[src/rtl/vga_pkg.sv]
// Shared raster definitions: field widths for vga_if and the 1024x768@60 timing constants.
package vgaPkg;

  localparam int unsigned CNT_W = 11;
  localparam int unsigned RGB_W = 12;

  typedef logic [CNT_W-1:0] cnt_t;
  typedef logic [RGB_W-1:0] rgb_t;

  localparam cnt_t HOR_PIXELS     = 11'd1024;
  localparam cnt_t HOR_TOTAL      = 11'd1344;
  localparam cnt_t HOR_SYNC_START = 11'd1048;
  localparam cnt_t HOR_SYNC_STOP  = 11'd1183;

  localparam cnt_t VER_PIXELS     = 11'd768;
  localparam cnt_t VER_TOTAL      = 11'd806;
  localparam cnt_t VER_SYNC_START = 11'd771;
  localparam cnt_t VER_SYNC_STOP  = 11'd776;

  localparam rgb_t RGB_BLACK = 12'h000;

endpackage

[src/rtl/vga_if.sv]
// Raster stream passed along the draw chain: counters, sync/blank flags and pixel colour.
interface vga_if;
  import vgaPkg::*;

  cnt_t hcount;
  logic hsync;
  logic hblnk;
  cnt_t vcount;
  logic vsync;
  logic vblnk;
  rgb_t rgb;

  modport out    (output hcount, hsync, hblnk, vcount, vsync, vblnk, rgb);
  modport master (output hcount, hsync, hblnk, vcount, vsync, vblnk, rgb);
  modport slave  (input  hcount, hsync, hblnk, vcount, vsync, vblnk, rgb);

endinterface

[src/rtl/vga_timing.sv]
// Free-running raster timing generator: pixel/line counters, sync/blank decode,
// one registered output stage, and a frame tick/counter for animation pacing.
module vga_timing #(
  parameter int unsigned  FRAME_CNT_W    = 16,
  parameter vgaPkg::cnt_t HOR_PIXELS     = vgaPkg::HOR_PIXELS,
  parameter vgaPkg::cnt_t HOR_TOTAL      = vgaPkg::HOR_TOTAL,
  parameter vgaPkg::cnt_t HOR_SYNC_START = vgaPkg::HOR_SYNC_START,
  parameter vgaPkg::cnt_t HOR_SYNC_STOP  = vgaPkg::HOR_SYNC_STOP,
  parameter vgaPkg::cnt_t VER_PIXELS     = vgaPkg::VER_PIXELS,
  parameter vgaPkg::cnt_t VER_TOTAL      = vgaPkg::VER_TOTAL,
  parameter vgaPkg::cnt_t VER_SYNC_START = vgaPkg::VER_SYNC_START,
  parameter vgaPkg::cnt_t VER_SYNC_STOP  = vgaPkg::VER_SYNC_STOP
) (
  input  logic                   clk,
  input  logic                   rst,
  vga_if.out                     out,
  output logic                   frame_tick,
  output logic [FRAME_CNT_W-1:0] frame_cnt
);

  localparam int unsigned CW = vgaPkg::CNT_W;

  vgaPkg::cnt_t h_cnt;
  vgaPkg::cnt_t v_cnt;
  logic         h_last;
  logic         v_last;
  logic         frame_start;
  logic         armed;

  always_comb begin
    h_last      = (h_cnt == HOR_TOTAL - CW'(1));
    v_last      = (v_cnt == VER_TOTAL - CW'(1));
    frame_start = (h_cnt == '0) && (v_cnt == '0);
  end

  always_ff @(posedge clk) begin
    if (rst) begin
      h_cnt <= '0;
      v_cnt <= '0;
    end else begin
      h_cnt <= h_last ? '0 : h_cnt + CW'(1);
      if (h_last) begin
        v_cnt <= v_last ? '0 : v_cnt + CW'(1);
      end
    end
  end

  // Every output field, the tick included, is sampled from the same counter
  // state so the stream stays coherent with exactly one cycle of latency.
  always_ff @(posedge clk) begin
    if (rst) begin
      out.hcount <= '0;
      out.vcount <= '0;
      out.hsync  <= 1'b0;
      out.hblnk  <= 1'b0;
      out.vsync  <= 1'b0;
      out.vblnk  <= 1'b0;
      out.rgb    <= '0;
    end else begin
      out.hcount <= h_cnt;
      out.vcount <= v_cnt;
      out.hblnk  <= (h_cnt >= HOR_PIXELS);
      out.hsync  <= (h_cnt >= HOR_SYNC_START) && (h_cnt <= HOR_SYNC_STOP);
      out.vblnk  <= (v_cnt >= VER_PIXELS);
      out.vsync  <= (v_cnt >= VER_SYNC_START) && (v_cnt <= VER_SYNC_STOP);
      out.rgb    <= vgaPkg::RGB_BLACK;
    end
  end

  // The first frame start after reset only arms the tick; it does not count
  // as a completed frame.
  always_ff @(posedge clk) begin
    if (rst) begin
      armed      <= 1'b0;
      frame_tick <= 1'b0;
      frame_cnt  <= '0;
    end else begin
      frame_tick <= frame_start && armed;
      if (frame_start) begin
        armed <= 1'b1;
        if (armed) begin
          frame_cnt <= frame_cnt + FRAME_CNT_W'(1);
        end
      end
    end
  end

endmodule

[src/flat_wrapper.sv]
// flat-port wrapper written by rule: the top's interface ports become plain ports
module vga_timing_flat 
#(
  parameter int unsigned  FRAME_CNT_W    = 16,
  parameter vgaPkg::cnt_t HOR_PIXELS     = vgaPkg::HOR_PIXELS,
  parameter vgaPkg::cnt_t HOR_TOTAL      = vgaPkg::HOR_TOTAL,
  parameter vgaPkg::cnt_t HOR_SYNC_START = vgaPkg::HOR_SYNC_START,
  parameter vgaPkg::cnt_t HOR_SYNC_STOP  = vgaPkg::HOR_SYNC_STOP,
  parameter vgaPkg::cnt_t VER_PIXELS     = vgaPkg::VER_PIXELS,
  parameter vgaPkg::cnt_t VER_TOTAL      = vgaPkg::VER_TOTAL,
  parameter vgaPkg::cnt_t VER_SYNC_START = vgaPkg::VER_SYNC_START,
  parameter vgaPkg::cnt_t VER_SYNC_STOP  = vgaPkg::VER_SYNC_STOP
)
  (clk, rst, frame_tick, frame_cnt, out_hcount, out_hsync, out_hblnk, out_vcount, out_vsync, out_vblnk, out_rgb);
  vga_if out_i ();
  input  logic clk;
  input  logic rst;
  output logic frame_tick;
  output logic [FRAME_CNT_W-1:0] frame_cnt;
  output wire logic [$bits(out_i.hcount)-1:0] out_hcount;
  output wire logic [$bits(out_i.hsync)-1:0] out_hsync;
  output wire logic [$bits(out_i.hblnk)-1:0] out_hblnk;
  output wire logic [$bits(out_i.vcount)-1:0] out_vcount;
  output wire logic [$bits(out_i.vsync)-1:0] out_vsync;
  output wire logic [$bits(out_i.vblnk)-1:0] out_vblnk;
  output wire logic [$bits(out_i.rgb)-1:0] out_rgb;
  assign out_hcount = out_i.hcount;
  assign out_hsync = out_i.hsync;
  assign out_hblnk = out_i.hblnk;
  assign out_vcount = out_i.vcount;
  assign out_vsync = out_i.vsync;
  assign out_vblnk = out_i.vblnk;
  assign out_rgb = out_i.rgb;
  vga_timing #(.FRAME_CNT_W(FRAME_CNT_W), .HOR_PIXELS(HOR_PIXELS), .HOR_TOTAL(HOR_TOTAL), .HOR_SYNC_START(HOR_SYNC_START), .HOR_SYNC_STOP(HOR_SYNC_STOP), .VER_PIXELS(VER_PIXELS), .VER_TOTAL(VER_TOTAL), .VER_SYNC_START(VER_SYNC_START), .VER_SYNC_STOP(VER_SYNC_STOP)) u_core (.clk(clk), .rst(rst), .out(out_i), .frame_tick(frame_tick), .frame_cnt(frame_cnt));
endmodule
[config.mk]
export PLATFORM = sky130hd
export DESIGN_NAME = vga_timing_flat
export DESIGN_NICKNAME = d
export VERILOG_FILES = /design/src/rtl/vga_pkg.sv /design/src/rtl/vga_if.sv /design/src/rtl/vga_timing.sv /design/src/flat_wrapper.sv
export SDC_FILE = /design/constraint.sdc
export NUM_CORES = 1
export LEC_CHECK = 0
export BUFFER_PORTS_ARGS = -buffer_cell sky130_fd_sc_hd__buf_2
export CAP_MARGIN = 20
export CELL_PAD_IN_SITES_DETAIL_PLACEMENT = 0
export CELL_PAD_IN_SITES_GLOBAL_PLACEMENT = 1
export CORE_MARGIN = 1.5
export CORE_UTILIZATION = 40
export CTS_CLUSTER_DIAMETER = 150
export DETAILED_ROUTE_END_ITERATION = 12
export PLACE_DENSITY_LB_ADDON = 0.1
export SKIP_LAST_GASP = 1
export SYNTH_ARGS = -nofsm -noshare
export SYNTH_HDL_FRONTEND = slang
export SYNTH_SLANG_ARGS = --single-unit
[constraint.sdc]
create_clock -name clk -period 3.6 [get_ports clk]
set_input_delay 0.18 -clock clk [delete_from_list [all_inputs] [get_ports clk]]
set_output_delay 0.18 -clock clk [all_outputs]
set_load 0.005 [all_outputs]
======== Word-level counts from Yosys, hierarchy flattened ========
Index checks and enable logic that the tools add are counted.
Widths: inputs -> output; s select.
storage, ports and cells
  input port bits ......................... 2
  flip-flop bits (word level) ............. 66
operators by class
  add/sub/neg operators ................... 3
  equal/unequal tests ..................... 2
  $lt $le $gt $ge ......................... 6
  multiplexer cells ....................... 1
  reduce and logical (&&, ||, !) cells .... 8
operator list
  operator               number
  $add 11x1->11 const B  2
  $ge 11x10->1 const B   2
  $ge 11x11->1 const B   2
  $logic_not 11->1       2
  $add 16x1->16 const B  1
  $eq 11x10->1 const B   1
  $eq 11x11->1 const B   1
  $le 11x10->1 const B   1
  $le 11x11->1 const B   1
  $mux 11                1
  $logic_and 1x1->1      4
  $reduce_and 2->1       1
  $reduce_or 2->1        1

======== Longest topological paths before layout ========
Gate-level depths: netlist of the first run.
  depth after elaboration ................. 3
  mapped depth ............................ 8
  depth with buffers taken out ............ 6

======== Worst setup path before layout of the first run ========
No wires, ideal clock.
  path type ............................... register to register
  start point ............................. register u_core.h_cnt[0]
  end point ............................... register u_core.v_cnt[10]
  required time ........................... 3.528 ns
  arrival time ............................ 1.745 ns
  cell stages (with the launch flop) ...... 7
  path slack .............................. 1.783 ns
  buffers on the path ..................... 1
  cell sequence ........................... dfxtp_1 -> ha_1 -> and3_1 -> clkbuf_1 -> nand4_1 -> or4_1 -> a21oi_1
between the ends
  cells in the longest elaborated chain, start to end .. 1
ends and longest elaborated chain
  element                 RTL line          RTL
  start, declared         vga_timing.sv:23  vgaPkg::cnt_t h_cnt;
  start signal, assigned  vga_timing.sv:41  h_cnt <= h_last ? '0 : h_cnt + CW'(1);
  $eq 11x11->1            vga_timing.sv:31  h_last = (h_cnt == HOR_TOTAL - CW'(1));
  end signal, assigned    vga_timing.sv:43  v_cnt <= v_last ? '0 : v_cnt + CW'(1);
  end, declared           vga_timing.sv:24  vgaPkg::cnt_t v_cnt;
No other way between the ends.
A chain may end at the register's enable or synchronous reset.

======== Worst setup path in the final report of the first run ========
  start point ............................. register u_core.v_cnt[0]
  end point ............................... register u_core.frame_cnt[8]
between the ends
  cells in the longest elaborated chain, start to end .. 3
ends and longest elaborated chain
  element                            RTL line          RTL
  $logic_not 11->1                   vga_timing.sv:33  frame_start = (h_cnt == '0) && (v_cnt == '0);
  $logic_and 1x1->1                  vga_timing.sv:33
  $reduce_and 2->1 (no source line)  --
  end signal, assigned               vga_timing.sv:82  frame_cnt <= frame_cnt + FRAME_CNT_W'(1);
  end, declared                      vga_timing.sv:18  output logic [FRAME_CNT_W-1:0] frame_cnt
No other way between the ends.

==> Implementation_results.wiki, run 1 <==
{| class="wikitable"
! Metric !! Value
|-
| Finish-stage setup viols || 0
|-
| Synthesis-stage register bit count || 66
|-
| Data arrival, critical path || 2.44 ns
|-
| DP HPWL || 4380 um
|-
| Resized cells post-CTS || 0
|-
| Synth-to-Final Area Change || 13.3%
|-
| Final max-slew violation count || 0
|-
| Worst slack, placed || 1.47 ns
|-
| WL per Instance || 14.2 um
|-
| IO Pins || 57
|-
| Tcrit/Tclk final || 0.596
|-
| Layout cells sized above 1 || 0.200
|-
| Maximum clock frequency || 466 MHz
|-
| Sequential area share after synthesis || 0.441
|-
| Deepest clock path buffer count || 2
|-
| Number of DRC markers after the initial detailed-route iteration || 75
|-
| Overall power after layout || 1.46 mW
|-
| Kind of capture point of the worst setup path || flip-flop
|-
| Worst Hold Depth || 2
|-
| Setup Fix Bufs, Post-CTS || 0
|-
| Data required time at the worst endpoint || 3.89 ns
|-
| Drt first pass iters || 4
|-
| Die area || 0.00801 mm^2
|-
| Routed via count || 2,353
|-
| Area contributors post-synth || sky130_fd_sc_hd__dfxtp_1 (44%), sky130_fd_sc_hd__buf_4 (4.0%), sky130_fd_sc_hd__nor2b_1 (3.8%), sky130_fd_sc_hd__a21oi_1 (3.7%), sky130_fd_sc_hd__o31ai_1 (3.5%)
|-
| Setup repair after global routing missed its margin || false
|-
| Number of flops mapped to enable cells by yosys || 0
|-
| DRC || 0
|-
| Post-route antenna net violation count || 0
|-
| Startpoint types || flip-flop
|-
| Die height || 89.5 um
|-
| Register-to-Register Path Depth || 6
|-
| Clk pin slew, worst setup/hold paths || 0.07 ns
|-
| Most used flip-flop cell after synthesis || sky130_fd_sc_hd__dfxtp_1
|-
| Hold/Removal Path Class || input pin to flip-flop
|-
| Hold-fix buffer count after cts || 0
|-
| Clock tree skew after final layout || 0.00780 ns
|-
| Largest net degree at the start of global routing || 30
|-
| Pwr dens || 430 mW/mm^2
|-
| Crit-path max FO || 26
|-
| Global-route wire length before repair || 10,300 um
|-
| Crit path time final || 2.15 ns
|-
| Slack of the critical path || 1.45 ns
|-
| Layout net count || 363
|-
| Library cell occupying the most area in the post-synthesis netlist || sky130_fd_sc_hd__dfxtp_1
|-
| Total clock buffers created by CTS || 9
|-
| Distinct cells, synth || 41
|-
| CTS sink cnt || 66
|-
| Standby leakage power || 1.36 nW
|-
| Clock Tree Root || sky130_fd_sc_hd__clkbuf_8
|-
| Measured slew at the worst slew-check pin || 0.768 ns
|-
| IR drop worst, VDD || 0.198 mV
|-
| Final-layout setup total negative slack || 0 ns
|-
| Mapped cell area || 0.00299 mm^2
|-
| CTS tree || built
|-
| Mean post-synth cell area || 9.35 um^2
|-
| Vias/cell || 5.13
|-
| Synth async-reset ratio || 0
|-
| Cells after synthesis || 320
|-
| Maximum level of the CTS H-tree || 3
|-
| Diodes inserted || 0
|-
| Result of the run || completed
|-
| WL final || 6540 um
|-
| Total core area || 0.00725 mm^2
|-
| Starting utilization of the core area || 0.413
|-
| Hold Fails Final Rpt || 0
|-
| Number of max-cap violations || 0
|-
| I/O Buffers || 44
|-
| Chip width || 89.5 um
|-
| Share of the synthesized area in the top cell type || 0.441
|-
| Antenna violations before repair || 0
|-
| Crit path kind || flip-flop to flip-flop
|-
| Relative slew slack || 0.487
|-
| Final weighted congestion of routability-driven global placement || 0.741
|-
| Most numerous cell in the Yosys netlist || sky130_fd_sc_hd__dfxtp_1
|-
| Clock insertion delay at the later pin of the skew report || 0.35 ns
|-
| Remaining Overflow, GRT || 0
|-
| Vias in the first global route || 2,050
|-
| Top cell types by occurrence after synthesis || sky130_fd_sc_hd__dfxtp_1 (66), sky130_fd_sc_hd__nor2_1 (26), sky130_fd_sc_hd__a21oi_1 (22)
|-
| Number of warning messages in the yosys log || 0
|-
| Number of rows created at floorplan || 31
|-
| Gr usage total || 0.173
|}
==> power breakdown <==
group	total, mW	internal [mW]	switching, mW
logic	0.0636	0.0232	0.0404
clock network	0.647	0.356	0.290
registers	0.747	0.738	0.00887
==> metrics by stage <==
| stage | util | cell area (um^2) | instances | hold WS, ns |
|---|---|---|---|---|
| final | 0.467 | 3390 | 459 | 0.278 |
| after global routing | 0.467 | 3390 | 459 | 0.300 |
| after CTS | 0.467 | 3390 | 459 | 0.287 |
| after detailed placement | 0.439 | 3190 | 443 | 0.466 |
| after global placement | 0.439 | 3190 | 443 | 0.455 |
| after floorplan | - | 3030 | 331 | 0.263 |
==> cell families (layout without fill, tap and decap cells) <==
family | after synthesis | count (layout) | synth area share
and+or+nand+nor | 139 | 139 | 0.305
other | 1 | 12 | 0.00125
buffers and inverters | 44 | 73 | 0.0819
adders and majority gates | 6 | 6 | 0.0251
xor gates and xnor gates | 11 | 11 | 0.0322
DFF | 66 | 66 | 0.441
AOI/OAI and AO/OA | 51 | 51 | 0.105
muxes | 2 | 2 | 0.00752
==> cells in the final DEF (no fill, tap or decap), types with 2 or more instances in the layout <==
| cell type | synthesis | routed |
|---|---|---|
| sky130_fd_sc_hd__dfxtp_1 | 66 | 66 |
| sky130_fd_sc_hd__buf_2 | 4 | 44 |
| sky130_fd_sc_hd__nor2_1 | 26 | 26 |
| sky130_fd_sc_hd__a21oi_1 | 22 | 22 |
| sky130_fd_sc_hd__nor2b_1 | 18 | 18 |
| sky130_fd_sc_hd__o31ai_1 | 14 | 14 |
| sky130_fd_sc_hd__nand2_1 | 13 | 13 |
| sky130_fd_sc_hd__nand4_1 | 13 | 13 |
| sky130_fd_sc_hd__or4_1 | 13 | 13 |
| sky130_fd_sc_hd__nand3_1 | 13 | 13 |
| sky130_fd_sc_hd__inv_1 | 12 | 12 |
| sky130_fd_sc_hd__conb_1 | 1 | 12 |
| sky130_fd_sc_hd__clkbuf_8 | 0 | 11 |
| sky130_fd_sc_hd__o21ai_0 | 8 | 8 |
| sky130_fd_sc_hd__and3_1 | 7 | 7 |
| sky130_fd_sc_hd__or3_1 | 7 | 7 |
| sky130_fd_sc_hd__xor2_1 | 7 | 7 |
| sky130_fd_sc_hd__ha_1 | 6 | 6 |
| sky130_fd_sc_hd__nor4_1 | 5 | 5 |
| sky130_fd_sc_hd__and4_1 | 4 | 4 |
| sky130_fd_sc_hd__nor4b_4 | 4 | 4 |
| sky130_fd_sc_hd__xnor2_1 | 4 | 4 |
| sky130_fd_sc_hd__nor4b_1 | 3 | 3 |
| sky130_fd_sc_hd__nor3_1 | 3 | 3 |
| sky130_fd_sc_hd__nor4_4 | 2 | 2 |
| sky130_fd_sc_hd__o21ba_2 | 2 | 2 |
| sky130_fd_sc_hd__and2_1 | 2 | 2 |
| sky130_fd_sc_hd__o21bai_1 | 2 | 2 |
| sky130_fd_sc_hd__mux2_2 | 2 | 2 |
| sky130_fd_sc_hd__clkinvlp_4 | 0 | 2 |
==> routing by layer <==
layer,GRT usage,vias up,share of wire
li1,-,1200,-
met1,0.243,1103,0.51
met2,0.239,42,0.43
met3,0.0600,8,0.046
met4,0.0769,0,0.017
met5,0,-,0
==> area by class of cell <==
cell class,instances,area (um^2)
sequential,66,1320
clock buffer,12,155
multi-input combinational,221,1470
tap,99,124
fill,725,3860
timing repair buffer,45,228
clock inverter,4,50.0
inverter,12,45.0
==> worst max-delay path: stages (launching register included) <==
cell,delay (ns)
sky130_fd_sc_hd__dfxtp_1,0.36
sky130_fd_sc_hd__inv_1,0.14
sky130_fd_sc_hd__ha_1,0.24
sky130_fd_sc_hd__nor4b_4,0.26
sky130_fd_sc_hd__nand4_4,0.33
sky130_fd_sc_hd__or4_1,0.60
sky130_fd_sc_hd__a21oi_1,0.15
==> path summary, 6_finish.rpt <==
check	start	to	slack, ns
max	u_core.v_cnt[0]	u_core.frame_cnt[8]	1.45
min	rst	u_core.out.vcount[0]	0.28
max reg2reg	u_core.v_cnt[0]	u_core.frame_cnt[8]	1.45
min reg2reg	u_core.h_cnt[0]	u_core.h_cnt[0]	0.48
==> registers in the layout, indices dropped and copies added, names as in the netlist <==
signal	flops
u_core.frame_cnt	16
u_core.out.hcount	11
u_core.out.hsync	1
u_core.frame_tick	1
u_core.h_cnt	11
u_core.v_cnt	11
u_core.out.vsync	1
u_core.out.vblnk	1
u_core.out.vcount	11
u_core.armed	1
u_core.out.hblnk	1
Power figures use the tool's default switching activity.
==> run 2: changes to the inputs <==
==> constraint.sdc (replaced) <==
create_clock -name clk -period 2 [get_ports clk]
set_input_delay 0.1 -clock clk [delete_from_list [all_inputs] [get_ports clk]]
set_output_delay 0.1 -clock clk [all_outputs]
set_load 0.005 [all_outputs]
==> run 2 against run 1 <==
  * Die area unchanged
  * Clock power up 78%
  * Core utilization up 3.7 points
  * Sequential power up 79%
  * Clock skew about the same
==> Implementation_results.wiki, run 2 (synthesis gave the netlist of run 1 again) <==
{| class="wikitable"
! Metric !! Value
|-
| DRC || 0
|-
| Clk pin slew, worst setup/hold paths || 0.07 ns
|-
| Standby leakage power || 1.51 nW
|-
| Data required time at the worst endpoint || 2.26 ns
|-
| Maximum clock frequency || 524 MHz
|-
| Number of DRC markers after the initial detailed-route iteration || 52
|-
| Largest incremental delay on the critical path || 0.53 ns
|-
| Total non-filler cell area in the finished layout || 0.00366 mm^2
|-
| CTS tree || built
|-
| Die height || 89.5 um
|-
| Number of max-cap violations || 0
|-
| CTS sink cnt || 66
|-
| Layout net count || 390
|-
| Max FFs per register || 16
|-
| Final-layout setup total negative slack || 0 ns
|-
| Diodes inserted || 0
|-
| Share of the core filled with cells || 0.505
|-
| Crit-path max FO || 10
|-
| DP HPWL || 4660 um
|-
| Highest-count cells in the layout ignoring fill and taps || sky130_fd_sc_hd__dfxtp_1 (65), sky130_fd_sc_hd__buf_2 (44), sky130_fd_sc_hd__nor2_1 (26), sky130_fd_sc_hd__buf_4 (26), sky130_fd_sc_hd__a21oi_1 (21)
|-
| Synth-to-Final Area Change || 22.4%
|-
| Post-route antenna net violation count || 0
|-
| Startpoint types || flip-flop
|-
| Final max-slew violation count || 0
|-
| IO Pins || 57
|-
| Crit path buf inv count || 0
|-
| Vias in the first global route || 2,164
|-
| Crit path kind || flip-flop to flip-flop
|-
| Maximum level of the CTS H-tree || 3
|-
| Deepest clock path buffer count || 2
|-
| Worst Hold Depth || 2
|-
| Layout cells sized above 1 || 0.276
|-
| Starting utilization of the core area || 0.413
|-
| IR drop worst, VDD || 0.386 mV
|-
| Final weighted congestion of routability-driven global placement || 0.781
|-
| Antenna violations before repair || 0
|-
| Kind of capture point of the worst setup path || flip-flop
|-
| Worst hold margin || 0.266 ns
|-
| Die area || 0.00801 mm^2
|-
| Data arrival, critical path || 2.17 ns
|-
| Register with the most flip-flops || u_core.frame_cnt
|-
| Total clock buffers created by CTS || 9
|-
| Most frequent standard cell in the layout excluding fill and tap cells || sky130_fd_sc_hd__dfxtp_1
|-
| Hold Fails Final Rpt || 0
|-
| Gr usage total || 0.178
|-
| Hold-fix buffer count after cts || 0
|-
| Clock Tree Root || sky130_fd_sc_hd__clkbuf_8
|-
| Clock insertion delay at the later pin of the skew report || 0.34 ns
|-
| Remaining Overflow, GRT || 0
|-
| Cell family with the largest share of critical-path delay || simple AND/OR/NAND/NOR gates
|-
| Area post-placement || 0.00337 mm^2
|-
| WL final || 6840 um
|-
| Largest net degree at the start of global routing || 33
|-
| Clock tree skew after final layout || 0.00778 ns
|-
| Drt first pass iters || 4
|-
| Worst path cell trace || nor4_4, nand4_2, or4_1, a21oi_1
|-
| Number of rows created at floorplan || 31
|-
| WL per Instance || 14.1 um
|-
| Measured slew at the worst slew-check pin || 0.627 ns
|-
| Routed via count || 2,479
|-
| Logic depth of the worst path, buffers included || 4
|-
| Chip width || 89.5 um
|-
| Vias/cell || 5.10
|-
| Result of the run || completed
|-
| I/O Buffers || 44
|-
| Global-route wire length before repair || 10,800 um
|-
| Crit path time final || 1.91 ns
|-
| Relative slew slack || 0.582
|-
| Hold/Removal Path Class || input pin to flip-flop
|-
| Register-to-Register Path Depth || 4
|-
| Pwr dens || 726 mW/mm^2
|-
| Total core area || 0.00725 mm^2
|-
| Slowest library cell on the worst path || sky130_fd_sc_hd__or4_1
|-
| Tcrit/Tclk final || 0.954
|-
| Finish-stage setup viols || 0
|}
[run 2: cell count changes in the layout (fill, tap and decap cells not counted), sizes merged]
cell,previous run,this run
clkbuf,12,13
buf,45,71
[run 2: area by class of cell]
type,instances,area (um^2)
Sequential cell,66,1320
Tap cell,99,124
Clock buffer,12,155
Multi-Input combinational cell,221,1510
Timing Repair Buffer,72,460
Fill cell,739,3590
Inverter,12,45.0
Clock inverter,4,50.0
[run 2: worst paths after layout]
check | slack [ns] | startpoint | endpoint
setup / recovery | 0.09 | u_core.v_cnt[10] | u_core.frame_cnt[10]
hold / removal | 0.27 | rst | u_core.out.hcount[0]
setup reg to reg | 0.09 | u_core.v_cnt[10] | u_core.frame_cnt[10]
hold reg to reg | 0.47 | u_core.h_cnt[0] | u_core.out.hcount[0]
[run 2: power by group]
part	internal (mW)	total, mW	switching [mW]
Combinational	0.0760	0.163	0.0872
Clock	0.642	1.15	0.511
Sequential	1.33	1.34	0.0133
Total	2.05	2.66	0.612
[run 2: repair_timing]
| item | CTS | global route |
|---|---|---|
| setup buffers | 0 | 3 |
| endpoints found under the setup margin | 0 | 12 |
| endpoints found under the hold margin | 0 | 0 |
| resized for setup | 0 | 9 |
[run 2: metrics by stage]
step           worst slack [ns]  total power, mW  std cells
2_1_floorplan             0.183             1.48        331
3_3_place_gp              0.122             1.51        466
3_5_place_dp             0.0379             1.51        466
4_1_cts                  0.0104             2.66        482
5_1_grt                -0.00495             2.76        486
6_report                 0.0920             2.66        486
[run 2: routing by layer]
metal	vias to the layer above	track usage	routed length, um
met4	0	0.0629	73
met2	43	0.277	3200
met3	8	0.0508	306
met5	-	0	0
met1	1187	0.236	3260
li1	1241	-	-
==> run 3: changes to the inputs <==
--- a/config.mk
+++ b/config.mk
@@ -13,7 +13,7 @@
 export CORE_UTILIZATION = 40
 export CTS_CLUSTER_DIAMETER = 150
 export DETAILED_ROUTE_END_ITERATION = 12
-export PLACE_DENSITY_LB_ADDON = 0.1
+export PLACE_DENSITY = 0.86
 export SKIP_LAST_GASP = 1
 export SYNTH_ARGS = -nofsm -noshare
 export SYNTH_HDL_FRONTEND = slang
==> run 3 against run 2 <==
  * Sequential power is essentially flat
  * Sequential cell count unchanged
  * Via count increased by 5.7%
  * Clock-buffer cell count shrank 2
  * Clock skew hardly changed
  * Hold slack worse by 0.12 ns
  * Clock power barely moved
  * Worst setup slack lost 0.018 ns
  * Design area increased by 2.1%
  * Total power rose by 0.49%
  * Non-clock buffer count up 7
  * Combinational power is 18% higher
  * Critical endpoint is now u_core.frame_cnt[2]
==> Implementation_results.wiki, run 3 (synthesis gave the netlist of run 1 again) <==
{| class="wikitable"
! Metric !! Value
|-
| Pwr dens || 715 mW/mm^2
|-
| Hold Fails Final Rpt || 0
|-
| Routed via count || 2,621
|-
| Remaining Overflow, GRT || 0
|-
| Drt first pass iters || 4
|-
| Antenna violations before repair || 0
|-
| Post-route antenna net violation count || 0
|-
| Chip width || 89.5 um
|-
| CTS sink cnt || 66
|-
| Clock tree skew after final layout || 0.00800 ns
|-
| Starting utilization of the core area || 0.413
|-
| Clk pin slew, worst setup/hold paths || 0.07 ns
|-
| I/O Buffers || 44
|-
| Vias in the first global route || 2,264
|-
| Register with the most flip-flops || u_core.frame_cnt
|-
| Crit path time final || 1.93 ns
|-
| WL final || 7130 um
|-
| Worst R2R End || u_core.frame_cnt[2]
|-
| Highest-count cells in the layout ignoring fill and taps || sky130_fd_sc_hd__dfxtp_1 (66), sky130_fd_sc_hd__buf_2 (44), sky130_fd_sc_hd__buf_4 (34)
|-
| Startpoint types || flip-flop
|-
| Kind of capture point of the worst setup path || flip-flop
|-
| Crit path from || u_core.v_cnt[1]
|-
| IO Pins || 57
|-
| Gr usage total || 0.181
|-
| Number of instances in the placed design || 466
|-
| Clock Tree Root || sky130_fd_sc_hd__clkbuf_8
|-
| IR drop worst, VDD || 0.349 mV
|-
| Max FFs per register || 16
|-
| Total non-filler cell area in the finished layout || 0.00374 mm^2
|-
| Die area || 0.00801 mm^2
|-
| Largest net degree at the start of global routing || 21
|-
| Layout net count || 400
|-
| Area post-placement || 0.00336 mm^2
|-
| Final weighted congestion of routability-driven global placement || 0.846
|-
| Register-to-Register Path Depth || 8
|-
| Number of max-cap violations || 0
|-
| Result of the run || completed
|-
| Startpoint of the worst-slack reg-to-reg timing path || u_core.v_cnt[1]
|-
| Maximum clock frequency || 519 MHz
|-
| Crit path kind || flip-flop to flip-flop
|-
| Total core area || 0.00725 mm^2
|-
| Synth-to-Final Area Change || 24.9%
|-
| Global-route wire length before repair || 10,800 um
|-
| Die height || 89.5 um
|-
| Hold-fix buffer count after cts || 0
|-
| Setup crit end || u_core.frame_cnt[2]
|-
| CTS tree || built
|-
| Final non-filler cell total || 496
|-
| Final max-slew violation count || 0
|-
| Number of rows created at floorplan || 31
|-
| Maximum level of the CTS H-tree || 3
|-
| Number of DRC markers after the initial detailed-route iteration || 115
|-
| Total clock buffers created by CTS || 9
|-
| Finish-stage setup viols || 0
|-
| Vias/cell || 5.28
|-
| Crit-path max FO || 5
|-
| Diodes inserted || 0
|-
| DRC || 0
|-
| Deepest clock path buffer count || 2
|-
| Flop2flop setup slack || 0.07 ns
|-
| Setup repair after global routing missed its margin || true
|-
| Data required time at the worst endpoint || 2.29 ns
|-
| Data arrival, critical path || 2.22 ns
|-
| Most frequent standard cell in the layout excluding fill and tap cells || sky130_fd_sc_hd__dfxtp_1
|-
| WL per Instance || 14.4 um
|-
| Tcrit/Tclk final || 0.963
|-
| Clock insertion delay at the later pin of the skew report || 0.35 ns
|-
| Layout cells sized above 1 || 0.290
|-
| Filler cell count in the final layout || 673
|-
| DP HPWL || 4630 um
|-
| Hold/Removal Path Class || input pin to flip-flop
|-
| Standby leakage power || 1.54 nW
|}
-- run 3: cell types whose count changed in the layout (fill, tap and decap cells not counted), sizes merged --
cell,change
nand4,+3
clkbuf,-3
clkinv,+1
buf,+8
clkinvlp,+1
-- run 3: per-stage QoR --
stage,util,TNS (ns),hold slack (ns),setup slack [ns],power [mW]
CTS,0.495,-0.00518,0.126,-0.00518,2.65
floorplan,-,0,0.183,0.183,1.48
detailed placement,0.463,-0.0526,0.468,-0.0526,1.50
finish,0.515,0,0.145,0.0741,2.67
global placement,0.463,0,0.466,0.0326,1.50
global route,0.515,-0.133,0.154,-0.0439,2.79
-- run 3: worst min path at each step --
stage	endpoint	slack [ns]	from	depth (start not counted)
6_report	u_core.out.hcount[0]	0.14	rst	2
3_3_place_gp	u_core.out.hcount[0]	0.47	u_core.h_cnt[0]	2
3_5_place_dp	u_core.out.hcount[0]	0.47	u_core.h_cnt[0]	2
2_1_floorplan	u_core.out.hblnk	0.18	rst	1
4_1_cts	u_core.out.hcount[0]	0.13	rst	2
5_1_grt	u_core.h_cnt[2]	0.15	rst	2
-- run 3: area by class of cell --
class | instances | area (um^2) | area share
clock buffers | 10 | 138 | 0.0368
clock inverters | 6 | 66.3 | 0.0177
inverters | 12 | 45.0 | 0.0120
multi-input cells | 224 | 1560 | 0.417
flip-flops and latches | 66 | 1320 | 0.353
well taps | 99 | 124 | 0.0331
repair buffers | 79 | 487 | 0.130
-- run 3: critical path: stages, from the launching register on --
cell	delay (ns)
sky130_fd_sc_hd__dfxtp_1	0.34
sky130_fd_sc_hd__inv_1	0.14
sky130_fd_sc_hd__ha_4	0.16
sky130_fd_sc_hd__nor4b_4	0.18
sky130_fd_sc_hd__buf_4	0.19
sky130_fd_sc_hd__buf_4	0.14
sky130_fd_sc_hd__nand4_4	0.14
sky130_fd_sc_hd__or4_4	0.43
sky130_fd_sc_hd__a21oi_1	0.14
-- run 3: routing by layer --
layer,up-vias,part of all wire,global-route usage
li1,1278,-,-
met1,1243,0.46,0.235
met2,92,0.46,0.275
met3,8,0.067,0.0637
met4,0,0.016,0.0741
met5,-,0,0
-- run 3: power breakdown --
group | internal [mW] | switching (mW)
Clock | 0.608 | 0.530
Sequential | 1.33 | 0.0139
Combinational | 0.0895 | 0.103
Total | 2.03 | 0.646
-- run 3: timing repair --
action,4_1_cts,5_1_grt
buffers inserted,1,10
gates cloned,1,2
gates resized for setup,1,8
endpoints found under the setup margin,3,15
pin swaps,2,5
